File: config.mk
export PLATFORM = sky130hd
export DESIGN_NAME = ysyx_25040101_lsu
export DESIGN_NICKNAME = d
export VERILOG_FILES = /design/src/rtl/ysyx_25040101_lsu_pkg.sv /design/src/rtl/ysyx_25040101_lsu_align.sv /design/src/rtl/ysyx_25040101_lsu.sv
export SDC_FILE = /design/constraint.sdc
export NUM_CORES = 1
export LEC_CHECK = 0
export CAP_MARGIN = 15
export CORE_UTILIZATION = 53
export DETAILED_ROUTE_END_ITERATION = 8
export DONT_BUFFER_PORTS = 1
export PLACE_DENSITY = 0.68
export SETUP_SLACK_MARGIN = 0.2
export SLEW_MARGIN = 20
export SYNTH_ARGS = -nofsm -noshare
export SYNTH_HDL_FRONTEND = slang
export SYNTH_SLANG_ARGS = --single-unit
File: constraint.sdc
create_clock -name clk -period 2.47 [get_ports clk]
set_input_delay 0.6175 -clock clk [delete_from_list [all_inputs] [get_ports clk]]
set_output_delay 0.6175 -clock clk [all_outputs]
set_load 0.1 [all_outputs]
File: src/rtl/ysyx_25040101_lsu_pkg.sv
// Shared definitions for the load/store unit: access size codes, AXI response
// codes, FSM state encoding and the access alignment check.
package ysyx_25040101_lsu_pkg;

  // Access size codes (req_size_i)
  localparam logic [1:0] SZ_B = 2'd0;
  localparam logic [1:0] SZ_H = 2'd1;
  localparam logic [1:0] SZ_W = 2'd2;

  // AXI response codes
  localparam logic [1:0] OKAY = 2'b00;

  typedef enum logic [2:0] {
    StIdle,
    StRdAddr,
    StRdData,
    StWr,
    StWrResp,
    StResp
  } state_e;

  // True when the access can never reach the bus: illegal size or misaligned address.
  function automatic logic access_bad(logic [1:0] size, logic [1:0] addr_lo);
    unique case (size)
      SZ_B:    access_bad = 1'b0;
      SZ_H:    access_bad = addr_lo[0];
      SZ_W:    access_bad = |addr_lo;
      default: access_bad = 1'b1;
    endcase
  endfunction

endpackage

File: src/rtl/ysyx_25040101_lsu_align.sv
// Byte-lane steering for the load/store unit. Purely combinational.
// Ports:
//   addr_lo    - low two bits of the byte address
//   size       - access size code
//   sext       - sign-extend byte/half loads
//   wdata      - store data, value in the low bits
//   rdata      - raw 32-bit read beat from the bus
//   lane_wdata - store data replicated across all lanes
//   lane_wstrb - write strobes for the addressed lanes
//   ld_data    - load value shifted down, masked and extended
module ysyx_25040101_lsu_align
  import ysyx_25040101_lsu_pkg::*;
(
  input  logic [1:0]  addr_lo,
  input  logic [1:0]  size,
  input  logic        sext,
  input  logic [31:0] wdata,
  input  logic [31:0] rdata,
  output logic [31:0] lane_wdata,
  output logic [3:0]  lane_wstrb,
  output logic [31:0] ld_data
);

  logic [31:0] shifted;

  always_comb begin
    lane_wdata = 32'h0;
    lane_wstrb = 4'b0000;
    ld_data    = 32'h0;
    shifted    = rdata >> {addr_lo, 3'b000};

    unique case (size)
      SZ_B: begin
        lane_wdata = {4{wdata[7:0]}};
        lane_wstrb = 4'b0001 << addr_lo;
        ld_data    = {{24{sext & shifted[7]}}, shifted[7:0]};
      end
      SZ_H: begin
        lane_wdata = {2{wdata[15:0]}};
        lane_wstrb = 4'b0011 << {addr_lo[1], 1'b0};
        ld_data    = {{16{sext & shifted[15]}}, shifted[15:0]};
      end
      SZ_W: begin
        lane_wdata = wdata;
        lane_wstrb = 4'b1111;
        ld_data    = rdata;
      end
      default: ;  // illegal size never reaches the bus
    endcase
  end

endmodule

File: src/rtl/ysyx_25040101_lsu.sv
// Load/store unit: turns one load or store request into a single-outstanding
// AXI4-Lite master transaction and returns the result on a valid/ready port.
// Ports:
//   clk, rst_n            - clock, synchronous active-low reset
//   req_*                 - request from execute (we, size, sext, addr, wdata)
//   resp_*                - response to writeback (rdata, err)
//   ar*/r*                - AXI4-Lite read address / read data channels
//   aw*/w*/b*             - AXI4-Lite write address / write data / write response
module ysyx_25040101_lsu
  import ysyx_25040101_lsu_pkg::*;
#(
  parameter int unsigned ADDR_W = 32
) (
  input  logic              clk,
  input  logic              rst_n,
  input  logic              req_valid_i,
  output logic              req_ready_o,
  input  logic              req_we_i,
  input  logic [1:0]        req_size_i,
  input  logic              req_sext_i,
  input  logic [ADDR_W-1:0] req_addr_i,
  input  logic [31:0]       req_wdata_i,
  output logic              resp_valid_o,
  input  logic              resp_ready_i,
  output logic [31:0]       resp_rdata_o,
  output logic              resp_err_o,
  output logic [ADDR_W-1:0] araddr_o,
  output logic              arvalid_o,
  input  logic              arready_i,
  input  logic [31:0]       rdata_i,
  input  logic [1:0]        rresp_i,
  input  logic              rvalid_i,
  output logic              rready_o,
  output logic [ADDR_W-1:0] awaddr_o,
  output logic              awvalid_o,
  input  logic              awready_i,
  output logic [31:0]       wdata_o,
  output logic [3:0]        wstrb_o,
  output logic              wvalid_o,
  input  logic              wready_i,
  input  logic [1:0]        bresp_i,
  input  logic              bvalid_i,
  output logic              bready_o
);

  state_e            state_q, state_d;
  logic              we_q, sext_q;
  logic [1:0]        size_q;
  logic [ADDR_W-1:0] addr_q;
  logic [31:0]       wdata_q;
  logic              aw_done_q, aw_done_d, w_done_q, w_done_d;
  logic [31:0]       rdata_q, rdata_d;
  logic              err_q, err_d;

  logic              accept;
  logic [ADDR_W-1:0] addr_aligned;
  logic [31:0]       lane_wdata, ld_data;
  logic [3:0]        lane_wstrb;

  assign accept       = req_valid_i & req_ready_o;
  assign addr_aligned = {addr_q[ADDR_W-1:2], 2'b00};
  assign resp_rdata_o = rdata_q;
  assign resp_err_o   = err_q;

  ysyx_25040101_lsu_align u_align (
    .addr_lo    (addr_q[1:0]),
    .size       (size_q),
    .sext       (sext_q),
    .wdata      (wdata_q),
    .rdata      (rdata_i),
    .lane_wdata (lane_wdata),
    .lane_wstrb (lane_wstrb),
    .ld_data    (ld_data)
  );

  always_comb begin
    state_d      = state_q;
    aw_done_d    = aw_done_q;
    w_done_d     = w_done_q;
    rdata_d      = rdata_q;
    err_d        = err_q;
    req_ready_o  = 1'b0;
    resp_valid_o = 1'b0;
    araddr_o     = '0;
    arvalid_o    = 1'b0;
    rready_o     = 1'b0;
    awaddr_o     = '0;
    awvalid_o    = 1'b0;
    wdata_o      = 32'h0;
    wstrb_o      = 4'b0000;
    wvalid_o     = 1'b0;
    bready_o     = 1'b0;

    unique case (state_q)
      StIdle: begin
        req_ready_o = 1'b1;
        if (req_valid_i) begin
          rdata_d = 32'h0;
          err_d   = 1'b0;
          if (access_bad(req_size_i, req_addr_i[1:0])) begin
            err_d   = 1'b1;
            state_d = StResp;
          end else begin
            state_d = req_we_i ? StWr : StRdAddr;
          end
        end
      end
      StRdAddr: begin
        arvalid_o = 1'b1;
        araddr_o  = addr_aligned;
        if (arready_i) state_d = StRdData;
      end
      StRdData: begin
        rready_o = 1'b1;
        if (rvalid_i) begin
          rdata_d = ld_data;
          err_d   = (rresp_i != OKAY);
          state_d = StResp;
        end
      end
      StWr: begin
        awaddr_o  = addr_aligned;
        wdata_o   = lane_wdata;
        wstrb_o   = lane_wstrb;
        awvalid_o = ~aw_done_q;
        wvalid_o  = ~w_done_q;
        aw_done_d = aw_done_q | awready_i;
        w_done_d  = w_done_q | wready_i;
        if (aw_done_d && w_done_d) begin
          aw_done_d = 1'b0;
          w_done_d  = 1'b0;
          state_d   = StWrResp;
        end
      end
      StWrResp: begin
        bready_o = 1'b1;
        if (bvalid_i) begin
          err_d   = (bresp_i != OKAY);
          state_d = StResp;
        end
      end
      StResp: begin
        resp_valid_o = 1'b1;
        if (resp_ready_i) state_d = StIdle;
      end
      default: state_d = StIdle;
    endcase
  end

  always_ff @(posedge clk) begin
    if (!rst_n) begin
      state_q   <= StIdle;
      we_q      <= 1'b0;
      size_q    <= SZ_B;
      sext_q    <= 1'b0;
      addr_q    <= '0;
      wdata_q   <= 32'h0;
      aw_done_q <= 1'b0;
      w_done_q  <= 1'b0;
      rdata_q   <= 32'h0;
      err_q     <= 1'b0;
    end else begin
      state_q   <= state_d;
      aw_done_q <= aw_done_d;
      w_done_q  <= w_done_d;
      rdata_q   <= rdata_d;
      err_q     <= err_d;
      if (accept) begin
        we_q    <= req_we_i;
        size_q  <= req_size_i;
        sext_q  <= req_sext_i;
        addr_q  <= req_addr_i;
        wdata_q <= req_wdata_i;
      end
    end
  end

endmodule

# --- Yosys cells after proc, flatten, opt, wreduce, memory -nomap -nowiden ---
# Index checks and enable logic that the tools add are counted.
totals:
  register_bits: 105
  in_bits: 113
  out_inout_bits: 140
op_classes:
  n_eq_ne: 15
  shift: 3
  muxes: 36
  n_bitwise: 7
  n_reduce_logical: 12
ops:
  columns: ["op", "count"]
  rows:
  - ["$pmux 32 s3", 2]
  - ["$mux 32", 5]
  - ["$pmux 32 s2", 1]
  - ["$shr 32x5->16", 1]
  - ["$mux 3", 7]
  - ["$pmux 3 s6", 1]
  - ["$mux 1", 15]
  - ["$ne 2x2->1 const B", 6]
  - ["$pmux 4 s3", 1]
  - ["$eq 3x2->1 const B", 2]
  - ["$eq 3x3->1 const B", 2]
  - ["$pmux 1 s3", 2]
  - ["$reduce_and 6->1", 1]
  - ["$reduce_bool 2->1", 3]
  - ["$eq 2x1->1 const B", 2]
  - ["$eq 2x2->1 const B", 2]
  - ["$logic_not 2->1", 2]
  - ["$mux 4", 1]
  - ["$reduce_and 4->1", 1]
  - ["$shl 1x2->4 const A", 1]
  - ["$shl 2x2->4 const A", 1]
  - ["$and 1x1->1", 3]
  - ["$eq 3x1->1 const B", 1]
  - ["$logic_not 3->1", 1]
  - ["7 further kinds", 9]

# --- Logic depth before layout (Yosys ltp) ---
# Gate-level depths: netlist (run 1).
logic_depth:
  depth_word: 7
  mapped_depth: 7
  mapped_depth_nobuf: 4

# --- Hierarchy ---
# Synthesis (run 1) repeated with hierarchy kept, for this count alone.
unflattened:
  hier_cells: 802
  hier_area_um2: 5819.3
by_module_without_submodules:
  columns: ["mod", "instances", "cells_each", "area_each_um2"]
  rows:
  - ["ysyx_25040101_lsu", 1, 612, 4624.4]
  - ["ysyx_25040101_lsu_align", 1, 190, 1194.9]

# --- Least setup slack after synthesis (run 1) ---
# No wires, ideal clock.
synth_timing:
  path_kind: "reg-to-output"
  start: "reg state_q[0]"
  end: "out araddr_o[22]"
  t_arrival_ns: 2.659
  required_time_ns: 1.852
  setup_slack_ns: -0.807
  stages_incl_launch_ff: 6
  path_buffers: 2
  cell_sequence: "dfxtp_1 buf_2 nand2b_1 nor2_1 clkbuf_1 and2_1"
synth_between:
  elab_chain_cells: 2
synth_rtl:
  columns: ["element", "line", "rtl"]
  rows:
  - ["start, declared", "ysyx_25040101_lsu.sv:46", "state_e state_q, state_d;"]
  - ["start signal, assigned", "ysyx_25040101_lsu.sv:152", "state_q <= StIdle;"]
  - ["start signal, assigned", "ysyx_25040101_lsu.sv:163", "state_q <= state_d;"]
  - ["$eq 3x1->1", "ysyx_25040101_lsu.sv:94", "unique case (state_q)"]
  - ["$mux 32", "ysyx_25040101_lsu.sv:94", null]
  - ["end, declared", "ysyx_25040101_lsu.sv:27", "output logic [ADDR_W-1:0] araddr_o,"]
# Every way passes these cells.

# --- Final worst setup path (run 1) ---
layout_timing:
  start: "reg state_q[0]"
  end: "out awaddr_o[5]"
layout_between:
  elab_chain_cells: 2
layout_rtl:
  columns: ["element", "line", "rtl"]
  rows:
  - ["$eq 3x2->1", "ysyx_25040101_lsu.sv:94", null]
  - ["$mux 32", "ysyx_25040101_lsu.sv:94", null]
  - ["end, declared", "ysyx_25040101_lsu.sv:34", "output logic [ADDR_W-1:0] awaddr_o,"]
# Every way passes these cells.

==> results of run 1 <==
==> per-stage QoR <==
stage / hold slack, ns / util, %
final: 0.3613 / 84.89
after global placement: 0.4428 / 78.57
after floorplan: 0.4364 / -
after CTS: 0.3531 / 82.89
after detailed placement: 0.4463 / 78.57
after global routing: 0.3652 / 84.89
==> what timing repair did <==
action	in CTS	in global routing
resized for setup	38	28
cloned	1	2
buffers inserted	8	8
setup endpoints to repair	99	97
pin swaps	1	8
==> logic make-up (layout without fill, tap and decap cells) <==
family,after synthesis,count (layout),share of synthesized area (%)
AO/OA/AOI/OAI,217,217,26.32
other,1,4,0.06663
flip-flops,105,105,37.35
AND/OR/NAND/NOR,313,314,26.12
XOR/XNOR,1,1,0.1557
buffers and inverters,74,189,6.358
multiplexers,20,20,3.624
==> synth_stat cells, types with 2 or more instances <==
library cell / n / share of area (%)
a211oi_1: 6 / 0.80
a211oi_2: 10 / 2.2
a21oi_1: 106 / 9.4
a22oi_1: 32 / 4.3
a311oi_1: 14 / 2.2
and2_1: 71 / 7.9
buf_1: 3 / 0.20
buf_2: 16 / 1.4
buf_4: 12 / 1.6
buf_6: 2 / 0.40
clkbuf_1: 37 / 2.5
dfxtp_1: 105 / 37
inv_1: 3 / 0.20
mux2_2: 3 / 0.60
mux2i_1: 17 / 3.0
nand2_1: 156 / 10
nand2b_1: 10 / 1.1
nand3_1: 2 / 0.18
nand3b_1: 2 / 0.27
nor2_1: 48 / 3.2
nor2b_1: 14 / 1.6
nor3_1: 2 / 0.18
o211ai_1: 2 / 0.27
o21a_1: 5 / 0.67
o21ai_0: 5 / 0.44
o22a_1: 8 / 1.2
o22ai_1: 9 / 1.0
o2bb2ai_1: 8 / 1.2
==> worst min-delay path by stage <==
stage / start / to / slack, ns
floorplan: wdata_q[24] / wdata_q[24] / 0.44
finish: rst_n / state_q[2] / 0.36
global placement: wdata_q[16] / wdata_q[16] / 0.44
CTS: rst_n / state_q[2] / 0.35
detailed placement: wdata_q[29] / wdata_q[29] / 0.45
global route: req_addr_i[15] / addr_q[15] / 0.37
==> critical path: cells and delay by family (launching register included) <==
kind          cells  cell delay (ns)
flops             1             0.37
buf+inv           3             0.52
simple gates      2             0.45
==> flip-flops by register name, summed over array words and instances, names as in the netlist <==
signal,cells
addr_q,32
aw_done_q,1
resp_err_o,1
resp_rdata_o,32
sext_q,1
size_q,2
state_q,3
w_done_q,1
wdata_q,32
==> metal layers <==
layer  vias up  wire, um  track usage, %
met2       413     10740           62.54
met3        67      1978           8.671
met1      2873      7553           39.65
li1       2729         -               -
met4         0       856           14.79
met5         -         0               0
==> area by class of cell <==
cell class              instances  share of cell area [%]
repair buffers                169                   29.34
clock inverters                 6                  0.8281
inverters                       4                  0.1856
multi-input cells             556                   41.96
clock buffers                  10                   1.571
well taps                     136                   1.942
flip-flops and latches        105                   24.17
==> layout by cell type (no fill, tap or decap), types with 3 or more instances in the layout <==
| cell | Yosys | routed |
|---|---|---|
| nand2b_1 | 10 | 9 |
| dfxtp_4 | 0 | 4 |
| and2_4 | 0 | 15 |
| o21a_2 | 0 | 4 |
| conb_1 | 1 | 4 |
| a211oi_1 | 6 | 6 |
| a21oi_1 | 106 | 98 |
| nor2b_1 | 14 | 12 |
| a22oi_2 | 0 | 8 |
| o2bb2ai_1 | 8 | 8 |
| dfxtp_1 | 105 | 100 |
| o22a_1 | 8 | 8 |
| nor2b_4 | 0 | 3 |
| nor2_4 | 0 | 28 |
| and2_2 | 0 | 52 |
| buf_12 | 0 | 100 |
| a22oi_1 | 32 | 24 |
| a211oi_2 | 10 | 10 |
| o22ai_1 | 9 | 9 |
| nor2_1 | 48 | 18 |
| buf_6 | 2 | 3 |
| and2_1 | 71 | 4 |
| clkbuf_8 | 0 | 10 |
| nand2_1 | 156 | 155 |
| buf_4 | 12 | 62 |
| a21oi_2 | 0 | 7 |
| mux2i_1 | 17 | 14 |
| mux2_2 | 3 | 3 |
| nor2_2 | 1 | 3 |
| a311oi_1 | 14 | 14 |
| o21ai_0 | 5 | 5 |
==> power by group through the flow <==
stage,clock network (mW),logic [mW],registers [mW]
finish,1.15,4.39,2.29
CTS,1.14,4.12,2.25
global route,1.21,4.60,2.32
floorplan,0,2.77,2.42
global placement,0,3.78,2.25
detailed placement,0,3.91,2.28
==> impl_metrics.json, run 1 <==
{
  "dp_worst_setup_slack_ns": 0.2673,
  "synthFlopType": "dfxtp_1",
  "crit_arrival_ns": 1.71,
  "grt_max_degree": 43,
  "htreeDepth": 3,
  "clk_pin_slew_ns": 0.12,
  "dieArea_sq_um": 11030,
  "yosys_warnings": 0,
  "drtIter0Drc": 507,
  "rr_startpoint": "state_q[2]",
  "setup_viol": 0,
  "max_freq_mhz": 429.0,
  "worst_slew_pin_slew_ns": 0.9223,
  "relSlewSlack_pct": 38.37,
  "drive_above_1_share_pct": 40.12,
  "hold_depth": 2,
  "post-dp-hpwl_um": 14350,
  "drc": 0,
  "regArea_sq_um": 2118,
  "switchingPower_mw": 3.906,
  "fp-row-count": 37,
  "crit_required_ns": 1.85,
  "synth-seq-cells": 105,
  "crit_chain": "buf_6 > and3b_2 > clkbuf_16 > and2_2 > buf_12",
  "design_area_sq_um": 8763,
  "drv_slew": 0,
  "power.leakage_nw": 3.123,
  "cts.hold.buffers_added": 0,
  "antenna_found_initial": 0,
  "switching_share_pct": 49.89,
  "placed_area_sq_um": 8112,
  "num_io_pins": 253,
  "min_path_type": "input pin to flop",
  "drtPass1Iterations": 5,
  "status": "finished, final reports clean",
  "fin_skew_ns": 0.01751,
  "min_period_ns": 2.331,
  "nFillCells": 545,
  "instances_no_fill": 986,
  "cts-root-buf": "clkbuf_8",
  "hold_viol": 0,
  "critPathMaxFanout": 14,
  "cts_sinks": 105,
  "initial_utilization_pct": 54.51,
  "max_stage_delay_ns": 0.37,
  "crit_path_end_kind": "output pin",
  "setup-tns-final_ns": 0,
  "grt_pass1_wl_um": 30590,
  "cts_tree": "built",
  "crit_end": "awaddr_o[5]",
  "synth_edf_count": 0,
  "grt_util_all_layers_pct": 35.07,
  "die_w_um": 105.0,
  "clockBufferDepth": 2,
  "place_inst": 951,
  "nets": 958,
  "overflow": 0,
  "pwr-share-comb_pct": 56.1,
  "wl_um": 21120,
  "cts_buffers": 9,
  "syn_to_final_growth_pct": 55.71,
  "critPathLaunchType": "flop",
  "pwr-share-clk_pct": 14.7,
  "die_h_um": 105.0,
  "gp_congestion": 0.9104,
  "critPathSlowestCell": "dfxtp_4",
  "p_int_mw": 3.923,
  "coreArea_sq_um": 10320,
  "multi_input_area_sq_um": 3677,
  "startpoint": "state_q[0]",
  "reg2reg_slack_ns": 0.47,
  "io_buffers": 0,
  "fin_crit_sh_pct": 94.37,
  "drtAntennaViolNets": 0,
  "async_flop_share_pct": 0,
  "syn_area_sq_um": 5628,
  "seq_power_share_pct": 29.2,
  "vias_per_cell": 6.168,
  "peakVddDrop_mv": 1.637,
  "synthCells": 731,
  "avgSynthCellArea_sq_um": 7.699,
  "total_power_mw": 7.828,
  "r2r_cells": 6,
  "vias": 6082,
  "rsz0062_at_grt": "yes",
  "power_density_nw_per_um2": 893.3,
  "worst-setup-path-type": "flop to output pin",
  "cap_violations": 0,
  "num_antenna_cells": 0,
  "grt_pass1_vias": 5842,
  "setup_ws_ns": 0.1391,
  "yosysSeqAreaShare_pct": 37.35,
  "wl_per_cell_um": 21.42,
  "ys_types": 51,
  "insertion_delay_ns": 0.37,
  "reg2reg_to": "resp_rdata_o[30]"
}
Power figures use the tool's default switching activity.
==> run 2: changes to the inputs <==
--- a/config.mk
+++ b/config.mk
@@ -5,6 +5,7 @@
 export SDC_FILE = /design/constraint.sdc
 export NUM_CORES = 1
 export LEC_CHECK = 0
+export ABC_AREA = 1
 export CAP_MARGIN = 15
 export CORE_UTILIZATION = 53
 export DETAILED_ROUTE_END_ITERATION = 8
==> run 2 against run 1 <==
Effect of this change:
- sequential share of layout area is 0.66 points lower
- sequential power rose by 3%
- register-to-register slack got worse by 0.07 ns
- worst setup slack lost 0.13 ns
==> impl_metrics.json, run 2 <==
{
  "status": "finished, final reports clean",
  "async_flop_share_pct": 0,
  "synthCells": 852,
  "yosys_warnings": 0,
  "max_stage_delay_ns": 0.50,
  "grt_util_met3_pct": 11.72,
  "min_period_ns": 2.457,
  "worst_slew_pin_slew_ns": 0.5146,
  "worst-setup-path-type": "flop to output pin",
  "avgSynthCellArea_sq_um": 6.466,
  "grt_util_all_layers_pct": 37.60,
  "clk_pin_slew_ns": 0.11,
  "critical-path-top-delay-family": "flip-flops",
  "cap_violations": 0,
  "crit_path_end_kind": "output pin",
  "syn_to_final_growth_pct": 63.73,
  "yosysMostFrequentCell": "nand2_1",
  "setup_viol": 0,
  "critPathSlowestCell": "dfxtp_1",
  "cts_sinks": 105,
  "syn_area_sq_um": 5509,
  "power.leakage_nw": 3.602,
  "ys_types": 32,
  "grt_pass1_wl_um": 32600,
  "seq_power_share_pct": 25.7,
  "vias_per_cell": 5.951,
  "synthFlopType": "dfxtp_1",
  "die_h_um": 104.0,
  "final_cell_mix": "nand2_1, buf_12, dfxtp_1, o21ai_0, a21oi_1",
  "critPathLaunchType": "flop",
  "initial_utilization_pct": 55.59,
  "hold_slack_ns": 0.3748,
  "switchingPower_mw": 5.070,
  "insertion_delay_ns": 0.39,
  "pwr-share-clk_pct": 11.7,
  "grt_most_used_layer": "met2",
  "pwr-share-comb_pct": 62.6,
  "final_common_cell": "nand2_1",
  "cts_buffers": 9,
  "design_area_sq_um": 9020,
  "relSlewSlack_pct": 65.57,
  "grt_max_degree": 71,
  "fin_crit_sh_pct": 99.49,
  "crit_required_ns": 1.85,
  "drv_slew": 0,
  "antenna_found_initial": 0,
  "synthTopCellsByArea": "dfxtp_1, nand2_1, a21oi_1",
  "synth-seq-cells": 105,
  "critPathMaxFanout": 8,
  "dieArea_sq_um": 10810,
  "io_buffers": 0,
  "vias": 6671,
  "coreArea_sq_um": 9910,
  "min_path_type": "input pin to flop",
  "peakVddDrop_mv": 0.7828,
  "switching_share_pct": 55.34,
  "overflow": 0,
  "nets": 1095,
  "post-dp-hpwl_um": 14390,
  "power_density_nw_per_um2": 1016,
  "fin_skew_ns": 0.01772,
  "crit_arrival_ns": 1.84,
  "synth_area_leader_cell": "dfxtp_1",
  "nFillCells": 406,
  "drive_above_1_share_pct": 35.46,
  "wl_um": 23170,
  "synth_top_area_share_pct": 38.16,
  "fp-row-count": 36,
  "grtUsageMet1_pct": 39.03,
  "wl_per_cell_um": 20.67,
  "htreeDepth": 3,
  "cts.hold.buffers_added": 0,
  "p_int_mw": 4.092,
  "drtIter0Drc": 628,
  "gp_congestion": 0.9203,
  "max_freq_mhz": 406.9,
  "synth_edf_count": 0,
  "cts_tree": "built",
  "yosysSeqAreaShare_pct": 38.16,
  "rsz0062_at_grt": "yes",
  "grt_use_met2_pct": 67.81,
  "cts-root-buf": "clkbuf_8",
  "die_w_um": 104.0,
  "final_core_util_pct": 91.02,
  "clockBufferDepth": 2,
  "drtPass1Iterations": 7,
  "placed_area_sq_um": 8317,
  "synth_common_cells": "nand2_1, nor2_1, dfxtp_1",
  "path_buf_inv": 2,
  "hold_viol": 0,
  "drc": 0,
  "crit_chain": "inv_2 > o21ai_0 > a21oi_1 > nor2_4 > buf_12",
  "num_io_pins": 253,
  "drtAntennaViolNets": 0,
  "grt_pass1_vias": 6452
}
## run 2: changes by cell type in the layout (fill, tap and decap cells not counted), moves of 18 or more
cell / previous run / this run
a22oi_1: 24 / 0
nor2_2: 3 / 21
nor2_4: 28 / 50
o21ai_0: 5 / 83
nor2_1: 18 / 57
nand3_1: 1 / 31
and2_2: 52 / 0
inv_1: 1 / 74
nand2_1: 155 / 190
inv_2: 1 / 22
## run 2: per-layer routing
metal	up-vias	part of all wire [%]
met3	121	9.7
li1	2952	-
met2	496	50
met5	-	0
met1	3102	34
met4	0	6.1
## run 2: area by class of cell
class | count | area (sq um) | area share, %
antenna | 1 | 2.502 | 0.02774
clock buffer | 10 | 137.6 | 1.526
clock inverter | 6 | 51.30 | 0.5687
inverter | 104 | 434.2 | 4.813
multi-input combinational | 594 | 3441 | 38.15
sequential | 105 | 2121 | 23.51
tap | 133 | 166.4 | 1.845
timing repair buffer | 166 | 2606 | 28.89
timing repair inverter | 2 | 60.06 | 0.6658
## run 2: cells by family (layout without fill, tap and decap cells)
logic type / Yosys count / after routing / synth area share [%]
and+or+nand+nor: 382 / 382 / 28.57
buffers and inverters: 156 / 288 / 12.65
AOI/OAI and AO/OA: 208 / 208 / 20.55
other: 1 / 5 / 0.06807
DFF: 105 / 105 / 38.16
## run 2: stage by stage
stage               setup WS [ns]  total power, mW  std cells  TNS (ns)
finish                    0.01257            9.162       1121         0
detailed placement         0.2710            7.241       1086         0
CTS                       0.07576            8.535       1113         0
global route             -0.04856            9.496       1120   -0.1761
floorplan                -0.01799            6.232        855   -0.5821
global placement           0.3625            7.063       1086         0
## run 2: path summary, 6_finish.rpt
kind	startpoint	to	slack (ns)	depth (start not counted)
worst max register to register	state_q[1]	state_q[1]	0.40	13
worst min-delay path	req_wdata_i[3]	wdata_q[3]	0.37	2
worst min register to register	wdata_q[26]	wdata_q[26]	0.47	2
worst max-delay path	addr_q[1]	wstrb_o[3]	0.01	5
## run 2: what timing repair did
action,in CTS,in global routing
buffers inserted,10,4
pin swaps,6,19
gates cloned,1,3
resized for setup,60,45
endpoints found under the hold margin,0,0
endpoints found under the setup margin,98,98
## run 2: power groups by stage
stage               logic, mW  clock network [mW]  registers [mW]
finish                   5.74                1.08            2.35
global route             6.00                1.12            2.38
CTS                      5.18                1.05            2.31
detailed placement       4.89                   0            2.35
global placement         4.74                   0            2.33
floorplan                3.69                   0            2.54
==> run 3: changes to the inputs <==
--- a/config.mk
+++ b/config.mk
@@ -6,11 +6,13 @@
 export NUM_CORES = 1
 export LEC_CHECK = 0
 export ABC_AREA = 1
-export CAP_MARGIN = 15
-export CORE_UTILIZATION = 53
+export CAP_MARGIN = 20
+export CELL_PAD_IN_SITES_DETAIL_PLACEMENT = 1
+export CELL_PAD_IN_SITES_GLOBAL_PLACEMENT = 2
+export CORE_UTILIZATION = 32
 export DETAILED_ROUTE_END_ITERATION = 8
 export DONT_BUFFER_PORTS = 1
-export PLACE_DENSITY = 0.68
+export PLACE_DENSITY = 0.8
 export SETUP_SLACK_MARGIN = 0.2
 export SLEW_MARGIN = 20
 export SYNTH_ARGS = -nofsm -noshare
==> run 3 against run 2 <==
Effect of this change:
- clock skew shrank 0.0095 ns
- combinational power fell by 3.7%
- via count fell by 8.0%
- fmax up 4.6%
- global-route usage fell by 12 points
- register-to-register slack improved by 0.16 ns
- sequential share of layout area decreased by 0.43 points
- utilization is 36 points lower
- clock-buffer cell count did not move
- routed wire length decreased by 1.2%
- worst setup slack improved by 0.11 ns
- critical path type unchanged
==> impl_metrics.json, run 3 (same netlist as run 2, synthesis figures left out) <==
{
  "relSlewSlack_pct": 66.59,
  "placed_area_sq_um": 8452,
  "coreArea_sq_um": 16700,
  "syn_to_final_growth_pct": 66.57,
  "rsz0062_at_grt": "yes",
  "worst_slew_pin_slew_ns": 0.4959,
  "post-dp-hpwl_um": 16980,
  "overflow": 0,
  "drtPass1Iterations": 4,
  "power_density_nw_per_um2": 1004,
  "final_cell_mix": "nand2_1, buf_12, dfxtp_1, o21ai_0, a21oi_1",
  "io_buffers": 0,
  "critPathMaxFanout": 6,
  "clockBufferDepth": 2,
  "setup_ws_ns": 0.1210,
  "drtIter0Drc": 210,
  "crit_chain": "inv_4 > nor3_4 > buf_4 > buf_6 > buf_12 > nand2_4 > inv_2 > buf_12",
  "nFillCells": 1948,
  "instances_no_fill": 1204,
  "worst-setup-path-type": "flop to output pin",
  "drtAntennaViolNets": 0,
  "gp_congestion": 0.8554,
  "insertion_delay_ns": 0.35,
  "drv_slew": 0,
  "setup_viol": 0,
  "max_stage_delay_ns": 0.36,
  "design_area_sq_um": 9176,
  "min_period_ns": 2.349,
  "nets": 1091,
  "crit_path_end_kind": "output pin",
  "dp_worst_setup_slack_ns": 0.3187,
  "die_h_um": 133.2,
  "grt_util_all_layers_pct": 25.97,
  "initial_utilization_pct": 32.99,
  "wl_per_cell_um": 19.02,
  "cts_buffers": 9,
  "status": "finished, final reports clean",
  "min_path_type": "input pin to flop",
  "fin_skew_ns": 0.008177,
  "cp_common_cell": "buf_12",
  "hold_viol": 0,
  "crit_required_ns": 1.85,
  "max_freq_mhz": 425.7,
  "final_common_cell": "nand2_1",
  "cts-root-buf": "clkbuf_16",
  "critPathSlowestCell": "dfxtp_4",
  "fp-row-count": 47,
  "vias": 6136,
  "antenna_found_initial": 2,
  "num_io_pins": 253,
  "grt_pass1_wl_um": 36020,
  "clk_pin_slew_ns": 0.07,
  "drc": 0,
  "total_power_mw": 9.211,
  "place_inst": 1173,
  "crit_arrival_ns": 1.73,
  "cts_sinks": 105,
  "dieArea_sq_um": 17740,
  "cts_tree": "built",
  "critPathLaunchType": "flop",
  "grt_pass1_vias": 6575,
  "power.leakage_nw": 3.678,
  "wl_um": 22900,
  "drive_above_1_share_pct": 34.11,
  "grt_max_degree": 71,
  "setup-tns-final_ns": 0,
  "vias_per_cell": 5.096,
  "reg2reg_slack_ns": 0.56,
  "peakVddDrop_mv": 0.6151,
  "die_w_um": 133.2,
  "htreeDepth": 3,
  "fin_crit_sh_pct": 95.10,
  "cap_violations": 0
}
## run 3: changes by cell type in the layout (fill, tap and decap cells not counted), moves of 8 or more
cell	change
clkbuf_16	+8
clkbuf_8	-9
nor2_4	+8
nand2_2	-13
nand2_1	+11
nor2_2	-9
## run 3: timing repair
item	4_1_cts	5_1_grt
pin swaps	7	4
resized for setup	67	23
gates cloned	2	0
hold buffers	0	0
setup buffers	11	0
setup endpoints to repair	98	100
## run 3: critical path, delay by kind of cell, from the launching register on
kind	cells	cell delay, ns
simple gates	2	0.31
flops	1	0.36
buf+inv	6	0.72
## run 3: layer usage
metal	GRT usage, %	vias up	part of all wire [%]
li1	-	2946	-
met1	29.01	2928	39
met2	46.25	227	51
met3	8.105	35	7.9
met4	9.343	0	2.3
met5	0	-	0
## run 3: layout make-up
cell class / count / area, sq um / area share (%)
Clock buffer: 10 / 239.0 / 2.604
Timing Repair inverter: 1 / 20.02 / 0.2182
Timing Repair Buffer: 163 / 2591 / 28.24
Clock inverter: 5 / 32.53 / 0.3545
Inverter: 104 / 420.4 / 4.581
Sequential cell: 105 / 2118 / 23.08
Tap cell: 220 / 275.3 / 3.000
Antenna cell: 2 / 5.005 / 0.05454
Multi-Input combinational cell: 594 / 3475 / 37.86
## run 3: worst paths after layout
check / depth (start not counted) / start / to
max: 8 / state_q[1] / wdata_o[28]
min reg2reg: 2 / wdata_q[31] / wdata_q[31]
min: 2 / req_size_i[0] / size_q[0]
max reg2reg: 8 / state_q[0] / addr_q[14]
## run 3: power breakdown
| part | internal (mW) | switching (mW) |
|---|---|---|
| logic | 1.54 | 3.98 |
| registers | 2.10 | 0.219 |
| clock network | 0.706 | 0.664 |
## run 3: through the flow
step           hold WS, ns  util [%]
6_report            0.4082     54.94
5_1_grt             0.4026     54.94
2_1_floorplan       0.4294         -
4_1_cts             0.3964     54.22
3_3_place_gp        0.4416     50.61
3_5_place_dp        0.4543     50.61
